File: src/rtl/apple_spawner.sv
// Multi-apple placer for the snake playfield: respawns an eaten apple on a random free cell,
// serially checking the snake body, with a linear-sweep fallback and a sticky full-board flag.
module apple_spawner #(
  parameter int unsigned COORD_W    = 4,
  parameter int unsigned MAX_LENGTH = 16,
  parameter int unsigned NUM_APPLES = 2,
  parameter int unsigned MAX_TRIES  = 4
) (
  input  logic                              clk,
  input  logic                              reset,
  input  logic                              goodColl,
  input  logic [COORD_W-1:0]                head_x,
  input  logic [COORD_W-1:0]                head_y,
  input  logic [COORD_W-1:0]                rand_x,
  input  logic [COORD_W-1:0]                rand_y,
  input  logic [MAX_LENGTH*2*COORD_W-1:0]   body,
  input  logic [$clog2(MAX_LENGTH+1)-1:0]   body_len,
  input  logic [COORD_W-1:0]                x,
  input  logic [COORD_W-1:0]                y,
  output logic                              apple,
  output logic [NUM_APPLES*2*COORD_W-1:0]   apple_pos,
  output logic [NUM_APPLES-1:0]             apple_valid,
  output logic                              busy,
  output logic                              board_full
);

  localparam int unsigned PW    = 2 * COORD_W;
  localparam int unsigned LEN_W = $clog2(MAX_LENGTH + 1);
  localparam int unsigned IDX_W = (MAX_LENGTH > 1) ? $clog2(MAX_LENGTH) : 1;
  localparam int unsigned TGT_W = (NUM_APPLES > 1) ? $clog2(NUM_APPLES) : 1;
  localparam int unsigned TRY_W = $clog2(MAX_TRIES + 1);
  localparam int unsigned SWP_W = PW + 1;
  localparam logic [SWP_W-1:0] SweepAll = {1'b1, {PW{1'b0}}};

  typedef enum logic [2:0] {StIdle, StDraw, StScan, StCommit, StFull} state_e;

  state_e                         state_q;
  logic [2:0]                     sync_q;
  logic                           pending_q;
  logic [TRY_W-1:0]               tries_q;
  logic [SWP_W-1:0]               sweep_q;
  logic [LEN_W-1:0]               idx_q;
  logic [PW-1:0]                  cand_q;
  logic [TGT_W-1:0]               target_q;
  logic [NUM_APPLES-1:0][PW-1:0]  pos_q;

  logic [MAX_LENGTH-1:0][PW-1:0]  body_arr;
  logic [LEN_W-1:0]               len_c;
  logic                           eat_evt;
  logic                           match;
  logic [TGT_W-1:0]               match_idx;
  logic                           apple_at;
  logic                           cand_apple;
  logic                           body_hit;
  logic                           hit;
  logic                           last_idx;

  function automatic logic [PW-1:0] reset_pos(input int unsigned i);
    logic [COORD_W-1:0] rx, ry;
    rx = COORD_W'(12);
    ry = COORD_W'(5 + 2 * i);
    return {rx, ry};
  endfunction

  assign body_arr  = body;
  assign apple_pos = pos_q;
  assign busy      = (state_q != StIdle);
  assign len_c     = (body_len > LEN_W'(MAX_LENGTH)) ? LEN_W'(MAX_LENGTH) : body_len;
  assign eat_evt   = sync_q[1] & ~sync_q[2];

  // Descending loop leaves the lowest matching index in match_idx.
  always_comb begin
    match     = 1'b0;
    match_idx = '0;
    for (int i = int'(NUM_APPLES) - 1; i >= 0; i--) begin
      if (apple_valid[i] && pos_q[i] == {head_x, head_y}) begin
        match     = 1'b1;
        match_idx = TGT_W'(i);
      end
    end
  end

  always_comb begin
    apple_at   = 1'b0;
    cand_apple = 1'b0;
    for (int i = 0; i < int'(NUM_APPLES); i++) begin
      if (apple_valid[i] && pos_q[i] == {x, y}) apple_at = 1'b1;
      if (apple_valid[i] && pos_q[i] == cand_q) cand_apple = 1'b1;
    end
  end

  // The target apple is invalid while respawning, so it never blocks its own candidate.
  assign body_hit = (idx_q < len_c) && (body_arr[idx_q[IDX_W-1:0]] == cand_q);
  assign hit      = body_hit || cand_apple;
  assign last_idx = (len_c == '0) || (idx_q >= len_c - LEN_W'(1));

  always_ff @(posedge clk or posedge reset) begin
    if (reset) begin
      state_q     <= StIdle;
      sync_q      <= '0;
      pending_q   <= 1'b0;
      tries_q     <= '0;
      sweep_q     <= '0;
      idx_q       <= '0;
      cand_q      <= '0;
      target_q    <= '0;
      apple_valid <= '1;
      apple       <= 1'b0;
      board_full  <= 1'b0;
      for (int i = 0; i < int'(NUM_APPLES); i++) pos_q[i] <= reset_pos(i);
    end else begin
      sync_q <= {sync_q[1:0], goodColl};
      apple  <= apple_at;
      unique case (state_q)
        StIdle: begin
          pending_q <= 1'b0;
          if ((eat_evt || pending_q) && match) begin
            target_q               <= match_idx;
            apple_valid[match_idx] <= 1'b0;
            state_q                <= StDraw;
          end
        end
        StDraw: begin
          idx_q <= '0;
          if (tries_q >= TRY_W'(MAX_TRIES)) begin
            if (sweep_q == SweepAll) begin
              board_full <= 1'b1;
              state_q    <= StFull;
            end else begin
              cand_q  <= cand_q + PW'(1);
              sweep_q <= sweep_q + SWP_W'(1);
              state_q <= StScan;
            end
          end else begin
            cand_q  <= {rand_x, rand_y};
            state_q <= StScan;
          end
        end
        StScan: begin
          if (hit) begin
            if (tries_q < TRY_W'(MAX_TRIES)) tries_q <= tries_q + TRY_W'(1);
            state_q <= StDraw;
          end else if (last_idx) begin
            state_q <= StCommit;
          end else begin
            idx_q <= idx_q + LEN_W'(1);
          end
        end
        StCommit: begin
          pos_q[target_q]       <= cand_q;
          apple_valid[target_q] <= 1'b1;
          tries_q               <= '0;
          sweep_q               <= '0;
          state_q               <= StIdle;
        end
        StFull: ;
        default: state_q <= StIdle;
      endcase
      if (eat_evt && state_q != StIdle && state_q != StFull) pending_q <= 1'b1;
    end
  end

endmodule
File: config.mk
export PLATFORM = sky130hd
export DESIGN_NAME = apple_spawner
export DESIGN_NICKNAME = d
export VERILOG_FILES = /design/src/rtl/apple_spawner.sv
export SDC_FILE = /design/constraint.sdc
export NUM_CORES = 1
export LEC_CHECK = 0
export ABC_AREA = 1
export CORE_UTILIZATION = 35
export DETAILED_ROUTE_END_ITERATION = 8
export GPL_TIMING_DRIVEN = 0
export PLACE_DENSITY = 0.7
export SYNTH_ARGS = -nofsm -noshare
export SYNTH_HDL_FRONTEND = slang
export SYNTH_SLANG_ARGS = --single-unit
File: constraint.sdc
create_clock -name clk -period 3.05 [get_ports clk]
set_input_delay 0.7625 -clock clk [delete_from_list [all_inputs] [get_ports clk]]
set_output_delay 0.7625 -clock clk [all_outputs]
set_load 0.02 [all_outputs]
==> results of run 1 <==
[synthesized netlist by cell type, types with 2 or more instances]
cell type and instances:
sky130_fd_sc_hd__a22oi_1 3, sky130_fd_sc_hd__nand2_1 193, sky130_fd_sc_hd__nor3_1 6, sky130_fd_sc_hd__nor2_2 4
sky130_fd_sc_hd__nand3b_1 2, sky130_fd_sc_hd__a21boi_0 2, sky130_fd_sc_hd__inv_1 110, sky130_fd_sc_hd__o21a_1 3
sky130_fd_sc_hd__buf_2 10, sky130_fd_sc_hd__nand2_2 3, sky130_fd_sc_hd__ha_1 17, sky130_fd_sc_hd__nor4_1 6
sky130_fd_sc_hd__o21ai_1 16, sky130_fd_sc_hd__o21ai_0 57, sky130_fd_sc_hd__xnor2_1 10, sky130_fd_sc_hd__buf_6 11
sky130_fd_sc_hd__o211ai_1 10, sky130_fd_sc_hd__dfrtp_1 42, sky130_fd_sc_hd__o2111ai_1 4, sky130_fd_sc_hd__inv_2 3
sky130_fd_sc_hd__xor2_1 14, sky130_fd_sc_hd__a221oi_1 2, sky130_fd_sc_hd__clkbuf_1 7, sky130_fd_sc_hd__a31oi_1 2
sky130_fd_sc_hd__nand3_1 85, sky130_fd_sc_hd__dfstp_2 11, sky130_fd_sc_hd__nand4_1 5, sky130_fd_sc_hd__clkinv_1 2
sky130_fd_sc_hd__o22ai_1 17, sky130_fd_sc_hd__nand2_4 2, sky130_fd_sc_hd__a21oi_1 23, sky130_fd_sc_hd__nor2_1 87
sky130_fd_sc_hd__buf_4 5
[per-stage QoR]
step	cells	instance area, um^2	hold slack (ns)	TNS (ns)	worst slack, ns
final	1163	7300	0.355	0	0.128
after global routing	1163	7300	0.363	-0.147	-0.0393
after CTS	1162	7250	0.357	0	0.0291
after detailed placement	1146	7010	0.339	-4.08	-0.592
after global placement	1145	6990	0.335	-5.59	-0.565
after floorplan	785	4970	0.331	0	0.164
[power by group through the flow]
stage,Clock (uW),Sequential (uW),Combinational (uW)
finish,670,1060,2780
global route,705,1090,3140
CTS,678,1060,2730
detailed placement,0,1080,2710
global placement,0,1070,2680
floorplan,0,1080,1800
[repair_timing]
action | 4_1_cts | 5_1_grt
setup endpoints to repair | 6 | 9
hold buffers | 0 | 0
hold endpoints to repair | 0 | 0
buffers inserted | 8 | 1
pin swaps | 10 | 8
resized for setup | 9 | 11
[worst paths after layout]
kind / from / end / slack (ns) / depth (start not counted)
min in group asynchronous: reset / sync_q[0]$_DFF_PP0_ / 0.71 / 2
worst max-delay path: body_len[0] / state_q[0]$_DFFE_PP0P_ / 0.13 / 17
worst min register to register: sync_q[0]$_DFF_PP0_ / sync_q[1]$_DFF_PP0_ / 0.35 / 0
max in group asynchronous: reset / apple_pos[10]$_DFFE_PP1P_ / 1.76 / 3
worst max register to register: idx_q[0]$_DFFE_PP0P_ / state_q[0]$_DFFE_PP0P_ / 0.64 / 15
worst min-delay path: sync_q[0]$_DFF_PP0_ / sync_q[1]$_DFF_PP0_ / 0.35 / 0
[area by class of cell]
type                       count  area, um^2  share of cell area
multi-input combinational    582        3000               0.410
tap                          180         225              0.0308
buffer                        34         243              0.0332
sequential                    53        1340               0.184
clock buffer                   5         125              0.0171
timing repair buffer         190        1880               0.258
clock inverter                 3        47.5             0.00651
inverter                     116         440              0.0603
[cells in the final DEF, fill, tap and decap left out, drive strengths merged, types with 11 or more instances in the layout]
cell and n:
xor2 14, clkdlybuf4s50 175, nand3 85, o22ai 17, dfstp 11, buf 36
dfrtp 42, inv 116, ha 17, nor2 91, a21oi 23, o21ai 73
nand2 198, clkbuf 13
[state kept, by name, indices dropped and copies added (netlist names)]
signal and count:
apple_pos 16, tries_q 3, pending_q 1, state_q 3, cand_q 8, sync_q 3
apple 1, apple_valid 2, idx_q 5, board_full 1, sweep_q 9, target_q 1
[worst reg2reg max path: stages (launching register included)]
cell	delay (ns)
sky130_fd_sc_hd__dfrtp_1	0.38
sky130_fd_sc_hd__buf_6	0.18
sky130_fd_sc_hd__inv_6	0.06
sky130_fd_sc_hd__buf_6	0.15
sky130_fd_sc_hd__ha_1	0.29
sky130_fd_sc_hd__inv_1	0.05
sky130_fd_sc_hd__a21boi_0	0.07
sky130_fd_sc_hd__o21a_1	0.17
sky130_fd_sc_hd__o21ai_1	0.12
sky130_fd_sc_hd__nand2_1	0.09
sky130_fd_sc_hd__a211oi_2	0.26
sky130_fd_sc_hd__buf_4	0.16
sky130_fd_sc_hd__buf_4	0.09
sky130_fd_sc_hd__nand4_1	0.10
sky130_fd_sc_hd__nand2_1	0.09
sky130_fd_sc_hd__nor2_1	0.04
[metal layers]
| layer | up-vias | track usage | part of all wire |
|---|---|---|---|
| met1 | 2599 | 0.326 | 0.44 |
| met2 | 201 | 0.412 | 0.46 |
| met3 | 38 | 0.0343 | 0.064 |
| li1 | 2948 | - | - |
| met5 | - | 0 | 0 |
| met4 | 0 | 0.0818 | 0.030 |
[cell families after synthesis]
family          after synthesis  synth area share
compound gates              145             0.169
xor+xnor                     24            0.0423
simple gates                396             0.338
flops                        53             0.270
buf+inv                     150             0.138
fa+ha+maj                    17            0.0428
==> results_tabular.tex, run 1 <==
\begin{tabular}{lr}
\hline
Metric & Value \\
\hline
\multicolumn{2}{l}{\textbf{Yosys}} \\
Yosys warnings & 0 \\
Number of cells produced by synthesis & 785 \\
Top\_reg\_cell synth & sky130\_fd\_sc\_hd\_\_dfrtp\_1 \\
Biggest area contributors in the synthesized netlist & sky130\_fd\_sc\_hd\_\_dfrtp\_1 21\%, sky130\_fd\_sc\_hd\_\_nand2\_1 15\%, sky130\_fd\_sc\_hd\_\_nand3\_1 8.6\% \\
Cell taking the most area after synthesis & sky130\_fd\_sc\_hd\_\_dfrtp\_1 \\
Number of unique standard cell types used by synthesis & 44 \\
Proportion of synthesized chip area in sequential cells & 0.270 \\
Share of Yosys cell area claimed by the top area cell type & 0.212 \\
Mapped cell area & 4970 um\^{}2 \\
Synth Area per Inst & 6.33 um\^{}2 \\
FFs w/ async S/R, synth & 1.00 \\
Post-synthesis sequential element count & 53 \\
Synthesized Nets & 962 \\
Post-synth EDFFs & 0 \\
\multicolumn{2}{l}{\textbf{Global route}} \\
Largest net degree at the start of global routing & 43 \\
Remaining global-route overflow & 0 \\
Global-route wire length before repair & 28.4 mm \\
Antenna violations before repair & 0 \\
Global router's overall resource usage & 0.247 \\
Number of global-route vias before repair & 5591 \\
\multicolumn{2}{l}{\textbf{Floorplan}} \\
Die H & 121 um \\
Die width & 121 um \\
Starting density of the core & 0.358 \\
Number of rows created at floorplan & 43 \\
Number of ports placed on the die boundary & 181 \\
Floorplan Core Area & 13900 um\^{}2 \\
Die Outline Area & 14700 um\^{}2 \\
\multicolumn{2}{l}{\textbf{Place}} \\
DPL Wire Length & 13.7 mm \\
Port Buffers & 180 \\
Final GP Congestion & 0.887 \\
\multicolumn{2}{l}{\textbf{Clock network}} \\
Num CTS Buffers & 5 \\
Clock-pin slew reported for the worst setup and hold paths after clock tree synthesis & 0.07 ns \\
Clock insertion delay at the later pin of the skew report & 0.30 ns \\
TritonCTS clock tree & yes \\
\# clock sinks & 53 \\
Root buffer selected by CTS & sky130\_fd\_sc\_hd\_\_clkbuf\_16 \\
Max H-tree Level & 2 \\
Max Root-Sink Buffers & 2 \\
\multicolumn{2}{l}{\textbf{Cells and area}} \\
Fraction of layout instances using a drive strength above 1 & 0.0855 \\
Area growth, synth to finish & 47.0\% \\
Number of fill cells in the layout & 1412 \\
Share of the core filled with cells in the final layout & 0.526 \\
Net count reported at finish & 1159 \\
Number of diodes & 0 \\
\multicolumn{2}{l}{\textbf{Worst setup path}} \\
Crit-path slowest cell & sky130\_fd\_sc\_hd\_\_ha\_4 \\
Largest fanout on the critical path & 2 \\
Largest delay share family, worst path & simple AND/OR/NAND/NOR gates \\
Startpoint Class & input port \\
Required time of the critical path & 3.24 ns \\
Crit end category & flip-flop \\
CP max stage delay & 0.26 ns \\
CP bufs+invs & 3 \\
Data arrival at the endpoint of the critical path & 3.11 ns \\
Sequence of cells on the critical path & dlygate4sd2\_1 -> nor2\_2 -> nand3\_2 -> nand2\_2 -> nand2\_2 -> ha\_4 -> ha\_1 -> a21boi\_0 -> o21a\_1 -> o21ai\_1 -> nand2\_1 -> a211oi\_2 -> buf\_4 -> buf\_4 -> nand4\_1 -> nand2\_1 -> nor2\_1 \\
Type of the worst setup path & input port to flip-flop \\
\multicolumn{2}{l}{\textbf{Pwr}} \\
Pwr Density & 618 nW/um\^{}2 \\
Leakage power of the design & 0.00341 uW \\
Share of total power in combinational logic & 0.616 \\
Switching share of power & 0.469 \\
Worst IR drop on VDD & 318 uV \\
Reg power frac & 0.236 \\
Switching component of the power & 2120 uW \\
Internal power of the cells & 2400 uW \\
Post-route total power & 4510 uW \\
Clock Power Share & 0.148 \\
\multicolumn{2}{l}{\textbf{Route}} \\
Antenna Nets Post-Route & 0 \\
Total DRC errors in the routed layout & 0 \\
1st-pass router iterations & 5 \\
Via-per-instance ratio & 4.98 \\
Via Count & 5786 \\
Number of violations reported at the end of detailed-routing iteration 0 & 423 \\
Routed wire length & 17.7 mm \\
Average routed wire per standard cell & 15.2 um \\
\multicolumn{2}{l}{\textbf{STA}} \\
Final Critical Period & 2.92 ns \\
Setup Viol. Count Final & 0 \\
Max Slew Vio Count & 0 \\
Slew HR & 0.563 \\
Final setup skew & 0.00537 ns \\
Ratio of final minimum period to clock period & 0.958 \\
Max Clock Freq & 0.342 GHz \\
Slew at the pin with the worst max-slew slack & 0.655 ns \\
Final hold violation count & 0 \\
\multicolumn{2}{l}{\textbf{Run}} \\
Max-cap check violation count & 0 \\
\multicolumn{2}{l}{\textbf{Hold path}} \\
Hold crit path type & flip-flop to flip-flop \\
\multicolumn{2}{l}{\textbf{Run status}} \\
Result of the run & completed \\
\hline
\end{tabular}
Power figures use the tool's default switching activity.
==> inputs of run 2 (changes only) <==
--- a/config.mk
+++ b/config.mk
@@ -9,7 +9,8 @@
 export CORE_UTILIZATION = 35
 export DETAILED_ROUTE_END_ITERATION = 8
 export GPL_TIMING_DRIVEN = 0
-export PLACE_DENSITY = 0.7
+export PLACE_DENSITY_LB_ADDON = 0.3
+export SETUP_SLACK_MARGIN = 0.1
 export SYNTH_ARGS = -nofsm -noshare
 export SYNTH_HDL_FRONTEND = slang
 export SYNTH_SLANG_ARGS = --single-unit
==> results_tabular.tex, run 2 (synthesis results as in run 1) <==
\begin{tabular}{lr}
\hline
Metric & Value \\
\hline
\multicolumn{2}{l}{\textbf{Worst setup path}} \\
Data arrival at the endpoint of the critical path & 2.99 ns \\
Required time of the critical path & 3.28 ns \\
Crit end category & flip-flop \\
Type of the worst setup path & input port to flip-flop \\
Startpoint Class & input port \\
Largest fanout on the critical path & 6 \\
\multicolumn{2}{l}{\textbf{Clock network}} \\
\# clock sinks & 53 \\
Clock insertion delay at the later pin of the skew report & 0.29 ns \\
TritonCTS clock tree & yes \\
Max Root-Sink Buffers & 2 \\
Max H-tree Level & 2 \\
Clock-pin slew reported for the worst setup and hold paths after clock tree synthesis & 0.07 ns \\
Num CTS Buffers & 5 \\
Root buffer selected by CTS & sky130\_fd\_sc\_hd\_\_clkbuf\_16 \\
\multicolumn{2}{l}{\textbf{Global route}} \\
Global-route wire length before repair & 28.1 mm \\
Remaining global-route overflow & 0 \\
Antenna violations before repair & 0 \\
Largest net degree at the start of global routing & 30 \\
Number of global-route vias before repair & 5620 \\
Global router's overall resource usage & 0.245 \\
\multicolumn{2}{l}{\textbf{Route}} \\
Total DRC errors in the routed layout & 0 \\
Average routed wire per standard cell & 15.2 um \\
Via-per-instance ratio & 5.05 \\
Number of violations reported at the end of detailed-routing iteration 0 & 422 \\
Antenna Nets Post-Route & 0 \\
Via Count & 5906 \\
Routed wire length & 17.8 mm \\
1st-pass router iterations & 5 \\
\multicolumn{2}{l}{\textbf{Floorplan}} \\
Die Outline Area & 14700 um\^{}2 \\
Starting density of the core & 0.358 \\
Die H & 121 um \\
Floorplan Core Area & 13900 um\^{}2 \\
Number of ports placed on the die boundary & 181 \\
Number of rows created at floorplan & 43 \\
Die width & 121 um \\
\multicolumn{2}{l}{\textbf{Cells and area}} \\
Area growth, synth to finish & 48.5\% \\
Fraction of layout instances using a drive strength above 1 & 0.101 \\
Top library cells by usage in the layout, fill and taps aside & 187 x sky130\_fd\_sc\_hd\_\_nand2\_1, 175 x sky130\_fd\_sc\_hd\_\_clkdlybuf4s50\_1, 109 x sky130\_fd\_sc\_hd\_\_inv\_1 \\
Number of diodes & 0 \\
Net count reported at finish & 1166 \\
Flip-flop count of the largest register, all copies and words added & 16 \\
Share of the core filled with cells in the final layout & 0.531 \\
Non-filler instance count after layout & 1170 \\
Most common cell after layout, fill and taps aside & sky130\_fd\_sc\_hd\_\_nand2\_1 \\
Number of fill cells in the layout & 1360 \\
\multicolumn{2}{l}{\textbf{STA}} \\
Max Clock Freq & 0.363 GHz \\
Final hold violation count & 0 \\
Final Critical Period & 2.76 ns \\
Unrepaired setup endpoints after global routing & false \\
Setup Viol. Count Final & 0 \\
Max Slew Vio Count & 0 \\
Slew HR & 0.566 \\
Worst setup margin & 0.294 ns \\
Ratio of final minimum period to clock period & 0.904 \\
Final setup skew & 0.00570 ns \\
Slew at the pin with the worst max-slew slack & 0.651 ns \\
\multicolumn{2}{l}{\textbf{Place}} \\
Final GP Congestion & 0.892 \\
Cell Count Post-Placement & 1146 \\
Port Buffers & 180 \\
Worst slack at placement & -0.639 ns \\
DPL Wire Length & 13.7 mm \\
\multicolumn{2}{l}{\textbf{Run}} \\
Max-cap check violation count & 0 \\
\multicolumn{2}{l}{\textbf{Run status}} \\
Result of the run & completed \\
\multicolumn{2}{l}{\textbf{Pwr}} \\
Leakage power of the design & 0.00344 uW \\
Worst IR drop on VDD & 315 uV \\
Pwr Density & 612 nW/um\^{}2 \\
\multicolumn{2}{l}{\textbf{Hold path}} \\
Hold crit path type & flip-flop to flip-flop \\
\hline
\end{tabular}
## run 2: cell count changes in the layout (fill, tap and decap cells not counted), sizes merged
cell / before / now
dlygate4sd2: 5 / 0
clkbuf: 13 / 19
inv: 116 / 115
buf: 36 / 43
## run 2: layer usage
layer | vias up | part of all wire | track usage
li1 | 2961 | - | -
met1 | 2721 | 0.44 | 0.317
met2 | 190 | 0.47 | 0.420
met3 | 34 | 0.064 | 0.0310
met4 | 0 | 0.025 | 0.0787
met5 | - | 0 | 0
## run 2: repair_timing
item	CTS	global route
hold buffers	0	0
pin swaps	10	10
hold endpoints to repair	0	0
buffers inserted	15	1
resized for setup	16	23
setup endpoints to repair	9	10
## run 2: per-stage QoR
step                hold WS [ns]  setup TNS, ns  power, uW  area, um^2
global route               0.363              0       4920        7370
floorplan                  0.331              0       2880        4970
detailed placement         0.336          -4.43       3780        7010
finish                     0.351              0       4510        7370
global placement           0.336          -7.38       3750        6990
CTS                        0.352              0       4480        7330
## run 2: cell type report
cell class,instances,area [um^2],share of cell area
plain buffers,34,243,0.0329
clock buffers,6,129,0.0175
clock inverters,2,38.8,0.00526
inverters,116,440,0.0597
multi-input cells,582,3040,0.412
flip-flops and latches,53,1340,0.182
well taps,180,225,0.0305
repair buffers,197,1920,0.260
## run 2: where the power goes
part	switching, uW	total, uW	internal [uW]
Combinational	1660	2790	1130
Clock	257	648	391
Sequential	185	1070	887
## run 2: final timing paths
| path | startpoint | endpoint | slack [ns] | depth (start not counted) |
|---|---|---|---|---|
| setup / recovery | body_len[2] | idx_q[0]$_DFFE_PP0P_ | 0.29 | 21 |
| hold / removal | sync_q[0]$_DFF_PP0_ | sync_q[1]$_DFF_PP0_ | 0.35 | 0 |
| setup reg to reg | idx_q[1]$_DFFE_PP0P_ | idx_q[0]$_DFFE_PP0P_ | 0.63 | 17 |
| hold reg to reg | sync_q[0]$_DFF_PP0_ | sync_q[1]$_DFF_PP0_ | 0.35 | 0 |
| max in group asynchronous | reset | apple_pos[2]$_DFFE_PP1P_ | 1.53 | 3 |
| min in group asynchronous | reset | sweep_q[5]$_DFFE_PP0P_ | 0.88 | 2 |
## run 2: critical path, cell delays in order
cell and delay, ns:
sky130_fd_sc_hd__clkbuf_2 0.11, sky130_fd_sc_hd__inv_1 0.07, sky130_fd_sc_hd__nand3_2 0.10, sky130_fd_sc_hd__nand2_2 0.08, sky130_fd_sc_hd__buf_4 0.14, sky130_fd_sc_hd__buf_4 0.12
sky130_fd_sc_hd__buf_4 0.12, sky130_fd_sc_hd__buf_4 0.12, sky130_fd_sc_hd__buf_4 0.12, sky130_fd_sc_hd__nand2_1 0.06, sky130_fd_sc_hd__ha_1 0.23, sky130_fd_sc_hd__o21a_1 0.11
sky130_fd_sc_hd__o21ai_2 0.14, sky130_fd_sc_hd__nand3_2 0.10, sky130_fd_sc_hd__nor2_2 0.11, sky130_fd_sc_hd__nand2_2 0.09, sky130_fd_sc_hd__nand2_4 0.08, sky130_fd_sc_hd__nand2_4 0.08
sky130_fd_sc_hd__nand2_4 0.13, sky130_fd_sc_hd__nand2_2 0.05, sky130_fd_sc_hd__nand2_1 0.06
